### src/rtl/voice_allocator.sv
// voice_allocator: assigns note events to NUM_VOICES sine-generator slots.
// Option VOICE_STEAL_EN: a note-on that finds no slot steals the oldest one.
//
// Ports:
//   clk, reset      clock, synchronous active-high reset
//   ev_valid/ready  event handshake
//   ev_on           1 = note-on, 0 = note-off
//   ev_note         MIDI note number
//   ev_velocity     velocity, becomes slot volume
//   ev_period       generator period for ev_note
//   voice_period    slot i at [23i+22:23i]
//   voice_volume    slot i at [7i+6:7i]
//   voice_active    gate per slot
//   voice_reset     one-cycle phase-reset pulse per slot
//   ev_dropped      one-cycle pulse when a note-on is discarded
module voice_allocator #(
  parameter int NUM_VOICES = 4,
  parameter int AGE_W      = 8
) (
  input  logic                       clk,
  input  logic                       reset,
  input  logic                       ev_valid,
  output logic                       ev_ready,
  input  logic                       ev_on,
  input  logic [6:0]                 ev_note,
  input  logic [6:0]                 ev_velocity,
  input  logic [22:0]                ev_period,
  output logic [NUM_VOICES*23-1:0]   voice_period,
  output logic [NUM_VOICES*7-1:0]    voice_volume,
  output logic [NUM_VOICES-1:0]      voice_active,
  output logic [NUM_VOICES-1:0]      voice_reset,
  output logic                       ev_dropped
);

  localparam int IW = $clog2(NUM_VOICES);
  localparam logic [IW-1:0] LAST = IW'(NUM_VOICES - 1);

  typedef enum logic [1:0] {
    IDLE  = 2'd0,
    SCAN  = 2'd1,
    WRITE = 2'd2
  } state_t;

  state_t state_q, state_d;

  logic [IW-1:0] idx_q;

  logic          lat_on;
  logic [6:0]    lat_note;
  logic [6:0]    lat_vel;
  logic [22:0]   lat_period;

  logic          match_f;
  logic [IW-1:0] match_i;
  logic          free_f;
  logic [IW-1:0] free_i;
`ifdef VOICE_STEAL_EN
  logic             old_f;
  logic [IW-1:0]    old_i;
  logic [AGE_W-1:0] old_age;
`endif

  logic [22:0]      period_q [NUM_VOICES];
  logic [6:0]       volume_q [NUM_VOICES];
  logic [6:0]       note_q   [NUM_VOICES];
  logic [AGE_W-1:0] age_q    [NUM_VOICES];
  logic [NUM_VOICES-1:0] active_q;
  logic [NUM_VOICES-1:0] pulse_q;

  logic [IW-1:0] tgt;
  logic          do_load;
  logic          do_clear;
`ifndef VOICE_STEAL_EN
  logic          do_drop;
  logic          drop_q;
`endif

  assign ev_ready = (state_q == IDLE) & ~reset;

  always_ff @(posedge clk) begin
    if (reset) begin
      state_q <= IDLE;
    end else begin
      state_q <= state_d;
    end
  end

  always_comb begin
    state_d = state_q;
    unique case (state_q)
      IDLE: begin
        if (ev_valid) state_d = SCAN;
      end
      SCAN: begin
        if (idx_q == LAST) state_d = WRITE;
      end
      WRITE: begin
        state_d = IDLE;
      end
      default: begin
        state_d = IDLE;
      end
    endcase
  end

  // Event latch and one-slot-per-cycle search.
  always_ff @(posedge clk) begin
    if (reset) begin
      idx_q      <= '0;
      lat_on     <= 1'b0;
      lat_note   <= '0;
      lat_vel    <= '0;
      lat_period <= '0;
      match_f    <= 1'b0;
      match_i    <= '0;
      free_f     <= 1'b0;
      free_i     <= '0;
`ifdef VOICE_STEAL_EN
      old_f      <= 1'b0;
      old_i      <= '0;
      old_age    <= '0;
`endif
    end else begin
      unique case (state_q)
        IDLE: begin
          if (ev_valid) begin
            // velocity 0 note-on is a note-off
            lat_on     <= ev_on & (ev_velocity != 7'd0);
            lat_note   <= ev_note;
            lat_vel    <= ev_velocity;
            lat_period <= ev_period;
            idx_q      <= '0;
            match_f    <= 1'b0;
            free_f     <= 1'b0;
`ifdef VOICE_STEAL_EN
            old_f      <= 1'b0;
`endif
          end
        end
        SCAN: begin
          idx_q <= idx_q + 1'b1;
          if (!match_f && active_q[idx_q] &&
              note_q[idx_q] == lat_note) begin
            match_f <= 1'b1;
            match_i <= idx_q;
          end
          if (!free_f && !active_q[idx_q]) begin
            free_f <= 1'b1;
            free_i <= idx_q;
          end
`ifdef VOICE_STEAL_EN
          // strict > keeps the lowest index on ties
          if (active_q[idx_q] &&
              (!old_f || age_q[idx_q] > old_age)) begin
            old_f   <= 1'b1;
            old_i   <= idx_q;
            old_age <= age_q[idx_q];
          end
`endif
        end
        default: begin
        end
      endcase
    end
  end

  // Target choice: match, else free, else oldest (or drop).
  always_comb begin
    tgt      = match_i;
    do_load  = 1'b0;
    do_clear = 1'b0;
`ifndef VOICE_STEAL_EN
    do_drop  = 1'b0;
`endif
    if (lat_on) begin
      if (match_f) begin
        do_load = 1'b1;
      end else if (free_f) begin
        tgt     = free_i;
        do_load = 1'b1;
      end else begin
`ifdef VOICE_STEAL_EN
        tgt     = old_i;
        do_load = old_f;
`else
        do_drop = 1'b1;
`endif
      end
    end else begin
      do_clear = match_f;
    end
  end

  // Slot registers only change in WRITE.
  always_ff @(posedge clk) begin
    if (reset) begin
      for (int i = 0; i < NUM_VOICES; i++) begin
        period_q[i] <= '0;
        volume_q[i] <= '0;
        note_q[i]   <= '0;
        age_q[i]    <= '0;
      end
      active_q <= '0;
      pulse_q  <= '0;
`ifndef VOICE_STEAL_EN
      drop_q   <= 1'b0;
`endif
    end else begin
      pulse_q <= '0;
`ifndef VOICE_STEAL_EN
      drop_q  <= 1'b0;
`endif
      if (state_q == WRITE) begin
        for (int i = 0; i < NUM_VOICES; i++) begin
          if (do_load && IW'(i) == tgt) begin
            period_q[i] <= lat_period;
            volume_q[i] <= lat_vel;
            note_q[i]   <= lat_note;
            age_q[i]    <= '0;
            active_q[i] <= 1'b1;
            pulse_q[i]  <= 1'b1;
          end else if (do_load && active_q[i] &&
                       age_q[i] != '1) begin
            age_q[i] <= age_q[i] + 1'b1;
          end
        end
        if (do_clear) begin
          active_q[tgt] <= 1'b0;
          volume_q[tgt] <= '0;
        end
`ifndef VOICE_STEAL_EN
        drop_q <= do_drop;
`endif
      end
    end
  end

  for (genvar g = 0; g < NUM_VOICES; g++) begin : g_out
    assign voice_period[23*g +: 23] = period_q[g];
    assign voice_volume[7*g +: 7]   = volume_q[g];
  end

  assign voice_active = active_q;
  assign voice_reset  = pulse_q;

`ifdef VOICE_STEAL_EN
  assign ev_dropped = 1'b0;
`else
  assign ev_dropped = drop_q;
`endif

endmodule

### config.mk
export PLATFORM = sky130hd
export DESIGN_NAME = voice_allocator
export DESIGN_NICKNAME = d
export VERILOG_FILES = /design/src/rtl/voice_allocator.sv
export SDC_FILE = /design/constraint.sdc
export NUM_CORES = 1
export LEC_CHECK = 0
export CAP_MARGIN = 20
export CELL_PAD_IN_SITES_DETAIL_PLACEMENT = 0
export CELL_PAD_IN_SITES_GLOBAL_PLACEMENT = 1
export CORE_MARGIN = 2
export CORE_UTILIZATION = 43
export CTS_CLUSTER_DIAMETER = 80
export DETAILED_ROUTE_END_ITERATION = 10
export GPL_ROUTABILITY_DRIVEN = 0
export PLACE_DENSITY_LB_ADDON = 0.25
export SYNTH_ARGS = -nofsm -noshare
export SYNTH_HDL_FRONTEND = slang
export SYNTH_SLANG_ARGS = --single-unit
### constraint.sdc
create_clock -name clk -period 4.3 [get_ports clk]
set_input_delay 0.43 -clock clk [delete_from_list [all_inputs] [get_ports clk]]
set_output_delay 0.43 -clock clk [all_outputs]
set_load 0.1 [all_outputs]
Yosys cells after proc, flatten, opt, wreduce, memory -nomap -nowiden

Memory sizes are Yosys's and may differ from the RTL's. A register that Yosys moved wholly into a read port is not among the register bits.
Cells that the tools add are included.

Memories kept: 3
Register bits: 57
Input bits: 41
Word-level logic and storage cells: 149
Latch bits: 0
ROM bits: 0
RAM bits: 148

Memories:

| name     | depth | width | rd ports | clocked after Yosys merged registers in | write ports | line | text |
|---|---|---|---|---|---|---|---|
| period_q | 4     | 23    | 4        | 0                                       | 4           | 63   | `logic [22:0] period_q [NUM_VOICES];` |
| note_q   | 4     | 7     | 1        | 1                                       | 4           | 65   | `logic [6:0] note_q [NUM_VOICES];` |
| volume_q | 4     | 7     | 4        | 0                                       | 4           | 64   | `logic [6:0] volume_q [NUM_VOICES];` |

Shifts and indexed selects: 0
Reductions and logical operators: 25
Equality and inequality tests: 11
Bitwise logic cells: 19
Multipliers: 0
$lt $le $gt $ge: 3
Add/sub/neg operators: 1
Divide/modulo/power cells: 0
Muxes and demuxes: 74

Operator list:

| kind                                                                  | number |
|---|---|
| 23-bit two-way mux                                                    | 4 |
| 7-bit two-way mux                                                     | 9 |
| 1-bit two-way mux                                                     | 45 |
| 2-bit two-way mux                                                     | 9 |
| 1-bit bitwise OR                                                      | 12 |
| 2-bit AND reduction                                                   | 5 |
| 1-bit logical AND                                                     | 8 |
| 2-bit != test (second input constant)                                 | 4 |
| 2-bit case mux with 2 select lines                                    | 2 |
| 7-bit equality test                                                   | 1 |
| 7-bit nonzero test                                                    | 1 |
| 7-bit OR reduction                                                    | 1 |
| 2-bit by 3-bit < comparator with 1-bit output (second input constant) | 2 |
| 3-bit AND reduction                                                   | 2 |
| 4-bit AND                                                             | 1 |
| 2-bit equality test (first input constant)                            | 2 |
| 2-bit equality test (second input constant)                           | 2 |
| 2-bit logical NOT                                                     | 2 |
| 4-bit two-way mux                                                     | 1 |
| 4-bit NOT                                                             | 1 |
| 1-bit case mux with 2 select lines                                    | 2 |
| 4-bit OR reduction                                                    | 1 |
| 1-bit logical NOT                                                     | 3 |
| 1-bit NOT                                                             | 3 |
| 9 further kinds                                                       | 10 |

Depth between registers and ports, before layout

Depth in word-level cells: 11
Gate-level depth with buffers: 8

Worst setup path after synthesis

Ideal clock, no wire load.

Kind: input -> output
Start point: input port reset
End point: output port ev_ready
Arrival time: 2.636 ns
Stages: 2
Buffers on the path: 1
Path slack: 1.234 ns
Data required time: 3.870 ns
Cells stage by stage: clkbuf_1 -> nor3_1

Word-level cells in the longest chain between the ends: 2

RTL lines:

| what               | line | text |
|---|---|---|
| start: declaration | 21   | `input logic reset,` |
| 1-bit NOT          | 78   | `assign ev_ready = (state_q == IDLE) & ~reset;` |
| 1-bit AND          | 78   |  |
| end: declaration   | 23   | `output logic ev_ready,` |

Every way passes these cells.

==> metrics <==
critical path startpoint match_f; Vias 5364; Synth Cell Area 7950 um^2; Core Region 18000 um^2; Die X 140 um; Worst Path Class, Setup reg -> reg; period utilization 74.3%; Final Instance Area 10600 um^2; Max FO, Critical Path 30; relative slew slack 30.4%; Yosys top cell by area edfxtp_1; Sink Count 207; synth warn 0; drt total wl 19.6 mm; Synth Instances 647; cell with the most instances after synthesis edfxtp_1; GR Overflow Total 0; Req. time, crit path 4.41 ns; Post-synth EDFFs 120; die area 19600 um^2; IO Port Bufs 170; Slowest cell on crit path mux2i_1; Avg Cell Area, Syn 12.3 um^2; Synth cell types 44; CP Depth 5; Max clock buf depth 3; Tot Pwr 4.53 mW; n_diodes 0; Crit path max-delay family simple AND/OR/NAND/NOR gates; post-route minimum period 3.20 ns; Slew Limit Fails 0; largest net degree at the start of global routing 41; WP data arrival 3.30 ns; placed cells 1020; first-pass GRT wire length 30.2 mm; Setup Fix Bufs, Post-CTS 0; worst reg2reg startpoint match_f; Area growth, synth to finish 33.1%; drt drc 0; CTS root buf clkbuf_16; post-synthesis register bit count 207; DRT Pass-1 Iters 5; Worst-Margin Slew 1.04 ns; Starting Density 44.1%; worst setup margin 1.10 ns; Top Ports 171; endpoints failing hold 0; die height 140 um; vias in the first global route 5459; post-route antenna net violation count 0; r2r setup slk 1.10 ns; worst min path class in -> reg; Peak VDD IR 358 uV; M3 GR Usage 3.35%; global routing usage on met1 26.6%; routing usage on met2 33.1%; Setup Skew 0.00838 ns; FILL cells 1476; setup TNS 0 ns; share of layout cells above drive strength 1 8.30%; TritonCTS Buffers 22; reg2reg end period_q[2][16]; nets 857; highest clock rate 313 MHz; Crit. End Element register; CP cell instances nand3b_1, mux2i_1, nor2b_1, nand2_1, nand2b_2; Async SR Flop Fraction 0%; Util after Layout 58.7%; HPWL Detailed 12.5 mm; RSZ-0062 raised after global routing no; Critical Path End period_q[2][16]; pwr dens 428 nW/um^2; leading post-synthesis cells by cell area edfxtp_1 (45%), dfxtp_1 (22%), and2_1 (9.4%), mux2i_1 (5.2%), nand2_1 (3.9%); startpoint type of the worst setup path register; CTS Hold Buffers Added 0; maxcap violations 0; hold_ws 0.430 ns; Worst R2R Path Depth 5; vias per inst 5.06; Std-Cell Rows 49; WP buf/inv 0; Post-Syn Nets 689; outcome complete, no violations; sequential area share after synthesis 67.2%; post-synth top area share 45.3%; Worst-path clk slew 0.06 ns; Worst-Skew Late Latency 0.49 ns; busiest grt layer met2; Sequential Area 5350 um^2; Main synth FF type edfxtp_1; crit-path max cell delay 0.84 ns; post_cts resized 0; gr usage total 19.5%; Post-synth top cells edfxtp_1 (120), and2_1 (119), dfxtp_1 (87); DP Worst Slack 1.15 ns; initial antenna violation count 0; CTS tree done; area of the multi-input gates 2460 um^2; leakage 4.04 nW; CTS H-tree lvls 1; final cell count without fillers 1060; drt initial violations 313; wire per inst 18.5 um; Finish-stage setup viols 0; placed inst area 9850 um^2
sequential cells by signal (all words and copies together), names as in the netlist, 2 cells and up, named ones only:
name          cells
free_i            2
idx_q             2
lat_note          7
lat_period       23
lat_vel           7
match_i           2
note_q           28
period_q         92
state_q           2
voice_active      4
voice_reset       4
volume_q         28
cell families (layout without fill, tap and decap cells):
| group | Yosys count | count (layout) | synth area share (%) |
|---|---|---|---|
| and+or+nand+nor | 287 | 287 | 19.2 |
| DFF | 207 | 207 | 67.2 |
| AOI/OAI and AO/OA | 66 | 66 | 4.72 |
| muxes | 44 | 44 | 5.87 |
| buffers and inverters | 36 | 220 | 2.20 |
| xor gates and xnor gates | 6 | 6 | 0.661 |
| adders and majority gates | 1 | 1 | 0.157 |
cell usage in the layout (no fill, tap or decap), types with 5 or more instances in the layout:
cell             synthesis  final
clkbuf_16                0     23
mux2i_1                 41     41
nand2_1                 82     81
nor2_1                  41     40
and2_2                   4      5
clkbuf_8                 0      5
o21ai_0                  7      7
dfxtp_1                 87     87
clkinv_2                 0      6
and2_1                 119    118
a21oi_1                 46     46
edfxtp_1               120    120
clkdlybuf4s50_1          0    169
nor3_1                   6      5
buf_4                    1      6
metal layers:
layer  wire length [um]  up-vias  part of all wire, %
li1                   -     2554                    -
met1               8610     2620                   44
met2               9540      170                   49
met3               1210       20                  6.2
met4                223        0                  1.1
met5                  0        -                    0
power breakdown:
part	leakage (nW)	internal, mW	switching, mW
sequential	1.95	2.15	0.0500
combinational	1.73	0.118	0.339
clock	0.366	1.12	0.751
total	4.04	3.39	1.14
worst register-to-register path: stages, from the launching register on:
cell	delay [ns]
dfxtp_1	0.41
nand3b_1	0.19
mux2i_1	0.84
nor2b_1	0.28
nand2_1	0.31
nand2b_2	0.76
cell type report:
| cell class | count | area share [%] |
|---|---|---|
| clock inverters | 11 | 0.804 |
| inverters | 4 | 0.142 |
| multi-input cells | 404 | 23.2 |
| well taps | 229 | 2.71 |
| repair buffers | 176 | 16.5 |
| flip-flops and latches | 207 | 50.5 |
| clock buffers | 29 | 6.13 |
how the worst min path moves through the flow:
stage                     from         endpoint  slack [ns]  cells past startpoint
2_1_floorplan    lat_period[0]    lat_period[0]        0.46                      2
3_3_place_gp   voice_active[0]  voice_active[0]        0.46                      2
3_5_place_dp   voice_active[0]  voice_active[0]        0.47                      2
4_1_cts                  reset           free_f        0.43                      2
5_1_grt                  reset           free_f        0.46                      2
6_report                 reset           free_f        0.43                      2
No activity file was read; power rests on OpenSTA's default activity.
